[config.mk]
export PLATFORM = sky130hd
export DESIGN_NAME = norm_div_sched
export DESIGN_NICKNAME = d
export VERILOG_FILES = /design/src/rtl/norm_pkg.sv /design/src/rtl/norm_serial_div.sv /design/src/rtl/norm_div_sched.sv
export SDC_FILE = /design/constraint.sdc
export NUM_CORES = 2
export LEC_CHECK = 0
export CORE_MARGIN = 3
export CORE_UTILIZATION = 55
export DETAILED_ROUTE_END_ITERATION = 10
export PLACE_DENSITY = 0.8
export REMOVE_ABC_BUFFERS = 1
export SYNTH_ARGS = -nofsm -noshare
export SYNTH_HDL_FRONTEND = slang
export SYNTH_HIERARCHICAL = 1
export SYNTH_SLANG_ARGS = --single-unit
[constraint.sdc]
create_clock -name clk_norm -period 17.5 [get_ports clk_norm]
set_clock_uncertainty 0.15 [all_clocks]
set_input_delay 2.625 -clock clk_norm [delete_from_list [all_inputs] [get_ports clk_norm]]
set_output_delay 2.625 -clock clk_norm [all_outputs]
set_load 0.005 [all_outputs]
[src/rtl/norm_pkg.sv]
// Shared widths, shift amounts and controller state encoding for the
// FastICA weight-normalisation sequencer.
package norm_pkg;
  localparam int W_W      = 26;
  localparam int SUM_W    = 30;
  localparam int N_ELEM   = 16;
  localparam int ITER     = 64;
  localparam int DIV_W    = 64;
  localparam int SHIFT_UP = 38;
  localparam int SHIFT_DN = 25;
  localparam int IDX_W    = $clog2(N_ELEM);
  localparam int CNT_W    = $clog2(ITER) + 1;

  typedef enum logic [2:0] {
    IDLE,
    SUM,
    CHECK,
    DLOAD,
    DITER,
    DWRITE,
    DONE
  } state_t;
endpackage

[src/rtl/norm_serial_div.sv]
// Unsigned restoring divider, one quotient bit per cycle, MSB first.
// The load edge already resolves the first bit, so valid rises ITER cycles after load.
module norm_serial_div
  import norm_pkg::*;
(
  input  logic             clk,
  input  logic             rst,
  input  logic             load,
  input  logic [DIV_W-1:0] dividend,
  input  logic [SUM_W-1:0] divisor,
  output logic [DIV_W-1:0] quotient,
  output logic             valid
);
  logic [SUM_W-1:0] rem, rem_src, rem_nxt, dvsr, dvsr_src;
  logic [DIV_W-1:0] quo_src, quo_nxt;
  logic [SUM_W:0]   shifted, sub;
  logic [CNT_W-1:0] cnt;
  logic             ge;

  always_comb begin
    rem_src  = load ? '0 : rem;
    quo_src  = load ? dividend : quotient;
    dvsr_src = load ? divisor : dvsr;
    shifted  = {rem_src, quo_src[DIV_W-1]};
    ge       = (shifted >= {1'b0, dvsr_src});
    sub      = shifted - {1'b0, dvsr_src};
    // The partial remainder stays below the divisor, so SUM_W bits always hold it.
    rem_nxt  = SUM_W'(ge ? sub : shifted);
    quo_nxt  = {quo_src[DIV_W-2:0], ge};
  end

  always_ff @(posedge clk) begin
    if (rst) begin
      rem      <= '0;
      dvsr     <= '0;
      quotient <= '0;
      cnt      <= '0;
      valid    <= 1'b0;
    end else begin
      valid <= 1'b0;
      if (load) begin
        rem      <= rem_nxt;
        quotient <= quo_nxt;
        dvsr     <= divisor;
        cnt      <= CNT_W'(ITER - 1);
      end else if (cnt != '0) begin
        rem      <= rem_nxt;
        quotient <= quo_nxt;
        cnt      <= cnt - 1'b1;
        if (cnt == CNT_W'(1)) valid <= 1'b1;
      end
    end
  end
endmodule

[src/rtl/norm_div_sched.sv]
// Normalises a 4x4 weight matrix by its element sum, sharing one serial
// divider across all elements: out = ((w <<< 38) / sum) >>> 25.
module norm_div_sched
  import norm_pkg::*;
(
  input  logic                    clk_norm,
  input  logic                    rst_norm,
  input  logic                    start,
  input  logic [N_ELEM*W_W-1:0]   w_in,
  output logic                    busy,
  output logic                    done,
  output logic                    err_div0,
  output logic [N_ELEM*W_W-1:0]   w_out
);
  // Handshake: start is sampled only while idle (busy low); a start seen while
  // busy is dropped. done pulses for one cycle with busy already low and w_out
  // holding the new result; w_out is otherwise stable between runs.
  state_t           state, state_nxt;
  logic [W_W-1:0]   w_sh   [N_ELEM];
  logic [W_W-1:0]   res_sh [N_ELEM];
  logic [SUM_W-1:0] acc, divisor;
  logic [IDX_W-1:0] elem;
  logic             neg, last_elem, div_load, div_valid;
  logic [W_W-1:0]   w_cur, w_mag, res;
  logic [DIV_W-1:0] dividend, quotient;
  logic signed [DIV_W-1:0] q_signed;

  assign w_cur     = w_sh[elem];
  assign last_elem = (elem == IDX_W'(N_ELEM - 1));
  assign w_mag     = w_cur[W_W-1] ? -w_cur : w_cur;
  assign dividend  = {w_mag, {SHIFT_UP{1'b0}}};
  assign divisor   = acc[SUM_W-1] ? -acc : acc;
  assign div_load  = (state == DLOAD);
  // Dividing magnitudes then negating truncates toward zero, like a signed divide.
  assign q_signed  = neg ? -$signed(quotient) : $signed(quotient);
  assign res       = W_W'(q_signed >>> SHIFT_DN);
  assign busy      = (state != IDLE);

  norm_serial_div u_div (
    .clk      (clk_norm),
    .rst      (rst_norm),
    .load     (div_load),
    .dividend (dividend),
    .divisor  (divisor),
    .quotient (quotient),
    .valid    (div_valid)
  );

  always_ff @(posedge clk_norm) begin
    if (rst_norm) state <= IDLE;
    else          state <= state_nxt;
  end

  always_comb begin
    state_nxt = state;
    case (state)
      IDLE:    if (start) state_nxt = SUM;
      SUM:     if (last_elem) state_nxt = CHECK;
      CHECK:   state_nxt = (acc == '0) ? DONE : DLOAD;
      DLOAD:   state_nxt = DITER;
      DITER:   if (div_valid) state_nxt = DWRITE;
      DWRITE:  state_nxt = last_elem ? DONE : DLOAD;
      DONE:    state_nxt = IDLE;
      default: state_nxt = IDLE;
    endcase
  end

  always_ff @(posedge clk_norm) begin
    if (rst_norm) begin
      for (int k = 0; k < N_ELEM; k++) begin
        w_sh[k]   <= '0;
        res_sh[k] <= '0;
      end
      acc      <= '0;
      elem     <= '0;
      neg      <= 1'b0;
      done     <= 1'b0;
      err_div0 <= 1'b0;
      w_out    <= '0;
    end else begin
      done <= 1'b0;
      case (state)
        IDLE: if (start) begin
          for (int k = 0; k < N_ELEM; k++) w_sh[k] <= w_in[k*W_W +: W_W];
          acc      <= '0;
          elem     <= '0;
          err_div0 <= 1'b0;
        end
        SUM: begin
          acc  <= acc + {{(SUM_W-W_W){w_cur[W_W-1]}}, w_cur};
          elem <= elem + 1'b1;
        end
        CHECK: begin
          elem <= '0;
          if (acc == '0) begin
            err_div0 <= 1'b1;
            for (int k = 0; k < N_ELEM; k++) res_sh[k] <= '0;
          end
        end
        DLOAD:  neg <= w_cur[W_W-1] ^ acc[SUM_W-1];
        DWRITE: begin
          res_sh[elem] <= res;
          elem         <= elem + 1'b1;
        end
        DONE: begin
          for (int k = 0; k < N_ELEM; k++) w_out[k*W_W +: W_W] <= res_sh[k];
          done <= 1'b1;
        end
        default: ;
      endcase
    end
  end
endmodule

==> impl_metrics.ini <==
[outcome]
status = finished, final reports clean

[synthesis]
synth_top_area_frac = 0.420
synthDistinctLibCells = 95
synth-edff-count = 832
ys_warn_count = 6
ys_top_cells_by_area = edfxtp_1 42%, dfxtp_1 20%, nand2_1 6.9%
synth-main-ff-cell = edfxtp_1
yosysTopAreaCell = edfxtp_1
synth.avg_cell_area_um2 = 10.9
synth_area_um2 = 59500
seq_area_frac_synth = 0.619
synth-seq-cells = 1424
synthCells = 5453
ys_async_sr_fraction = 0

[worst_setup_path]
critPathCaptureType = flop
worstRegToRegCells = 18
cp-start-kind = flop
cp.arrival_ns = 7.93
r2r_slack_ns = 10.09
critPathRequiredTime_ns = 18.02
r2r_end = u_div/rem[29]$_SDFFE_PP0P_
cp_max_fo = 40
setup.worst_path.end = u_div/rem[29]$_SDFFE_PP0P_
path_class = reg2reg

[sta]
setup_tns_ns = 0
max-slew-margin-rel = 0.154
fin_hold_ws_ns = 0.281
rsz0062_at_grt = no
finalSetupViolations = 0
period_share = 0.423
slew_violations = 0
max_freq_ghz = 0.135
hold_viol = 0
fin_crit_ns = 7.41
tightest_slew_ns = 1.27

[drt]
drt_iter0_drc = 4925
drc = 0
drtAntennaViolNets = 0
routed_wl_mm = 182
detail_route.first_pass.iterations = 6
wl_per_cell_um = 23.7
vias_per_cell = 5.86
num_vias = 45000

[clocking]
post_cts_buffers = 0
postCtsHoldBufs = 0
cts_buffers = 140
clk_pin_slew_ns = 0.06
htree_levels = 4
cts.sinks = 1424
root_buffer = clkbuf_16
clockBufferDepth = 3
clock_insertion_delay_worst_skew_ns = 0.76
cts_tree = yes
cts_resized = 0

[global_route]
track_usage = 0.315
grt_max_degree = 261
grt_pass1_wl_mm = 265
first_global_vias = 43000
antenna_found_initial = 5
grt-ovfl-total = 0

[cells_and_area]
final_core_util = 0.688
drive_above_1_share = 0.0728
fill_cells = 7475
area_growth_pct = 24.0
finalNonFillerCells = 7691
final_nets = 6655

[pwr]
power.density_nw_per_um2 = 109
p_leak_nw = 25.5
power_mw = 8.06
ir_worst_vdd_uv = 105

[placed_design]
dpl.cell_count = 7431
dp_hpwl_mm = 123
globalplace.congestion = 0.928
port_buffers = 837

[die]
dieWidth_um = 335
dieArea_um2 = 112000
num_rows = 120
initial_core_util = 0.555
die_h_um = 335
core_area_um2 = 107000
ios = 838

[flow_run]
drv_cap = 0

[worst_hold_path]
hold_class = reg2reg
placed cells by master (no fill, tap or decap), types with 21 or more instances in the layout:
cell type and count:
and2_1 269, a21o_1 30, dfxtp_1 589, nand3_1 28, buf_4 65, clkbuf_1 36, a211oi_1 27, ha_1 64
nor2b_1 191, o21ai_0 66, o31ai_1 21, xnor2_1 84, nand2_1 1086, clkbuf_16 143, mux2i_1 71, nor2_1 606
clkdlybuf4s50_1 836, a21oi_1 611, inv_1 41, edfxtp_1 832, mux4_2 111, xor2_1 23, conb_1 38
metrics by stage:
stage               setup slack, ns  instance area, µm²
global placement               9.86               69200
finish                        10.09               73800
detailed placement             9.67               69200
CTS                           10.09               73800
global route                   9.52               73800
floorplan                    -0.241               58100
flip-flops by register name, indices dropped and copies added, names as in the netlist, named ones only:
signal	flops
neg	1
acc	30
u_div/quotient	64
u_div/dvsr	30
u_div/rem	30
u_div/cnt	7
u_div/valid	1
elem	4
err_div0	1
state	3
done	1
w_out	416
w_sh	416
res_sh	416
Yosys cell counts, drive strengths merged, types with 43 or more instances:
library cell	n
buf	67
nand2	1086
o21ai	82
and2	271
mux4	111
xnor2	84
mux2i	71
nor2	608
a21oi	612
clkbuf	301
inv	43
dfxtp	592
nor2b	191
edfxtp	832
ha	64
xor2	49
cell type report:
type,instances,area (µm²),area share
sequential,1424,36800,0.499
multi-input combinational,3655,21400,0.291
timing repair buffer,906,8950,0.121
clock buffer,194,3920,0.0531
tap,1403,1760,0.0238
clock inverter,65,717,0.00971
inverter,43,161,0.00219
antenna,1,2.50,0.0000339
routing by layer:
layer / GRT usage / routed length [µm] / vias to the layer above
met2: 0.519 / 87600 / 2603
met3: 0.0626 / 16800 / 495
met5: 0 / 34 / -
met1: 0.386 / 65700 / 21700
met4: 0.190 / 12300 / 6
li1: - / - / 20200
report_power, final:
| group | total, mW | switching [mW] | internal (mW) |
|---|---|---|---|
| clock | 3.02 | 1.32 | 1.70 |
| combinational | 1.26 | 0.746 | 0.517 |
| sequential | 3.78 | 0.0792 | 3.70 |
how the worst min path moves through the flow:
| stage | start | endpoint | slack (ns) | depth (start not counted) |
|---|---|---|---|---|
| CTS | u_div/cnt[6]$_SDFFE_PP0P_ | u_div/cnt[6]$_SDFFE_PP0P_ | 0.28 | 2 |
| detailed placement | u_div/cnt[6]$_SDFFE_PP0P_ | u_div/cnt[6]$_SDFFE_PP0P_ | 0.27 | 2 |
| global route | u_div/cnt[6]$_SDFFE_PP0P_ | u_div/cnt[6]$_SDFFE_PP0P_ | 0.30 | 2 |
| floorplan | u_div/cnt[6]$_SDFFE_PP0P_ | u_div/cnt[6]$_SDFFE_PP0P_ | 0.26 | 2 |
| finish | u_div/cnt[6]$_SDFFE_PP0P_ | u_div/cnt[6]$_SDFFE_PP0P_ | 0.28 | 2 |
| global placement | u_div/cnt[6]$_SDFFE_PP0P_ | u_div/cnt[6]$_SDFFE_PP0P_ | 0.27 | 2 |
cell families (layout without fill, tap and decap cells):
family                   after synthesis  count (layout)  synth area share
AND/OR/NAND/NOR                     2326            2326             0.174
XOR/XNOR                             133             133            0.0206
multiplexers                         185             185            0.0546
other                                  1              39         0.0000630
AO/OA/AOI/OAI                        905             905            0.0887
flip-flops                          1424            1424             0.619
buffers and inverters                411            1208            0.0282
adder cells (fa/ha/maj)               68              68            0.0145
worst max-delay path, stage by stage (launching register included):
cell and delay (ns):
dfxtp_4 0.65, buf_4 0.69, mux4_2 0.61, mux4_2 0.60, nor3_1 0.25, or3b_1 0.39
nor2_1 0.25, nand4_1 0.22, nor4b_1 0.31, mux2i_1 0.22, ha_1 0.28, nand3b_1 0.18
a21o_1 0.19, a211o_1 0.33, a32oi_4 0.32, a31oi_2 0.21, o21ai_4 0.91, nand2_1 0.28
o21bai_1 0.21
Power figures use the tool's default switching activity.
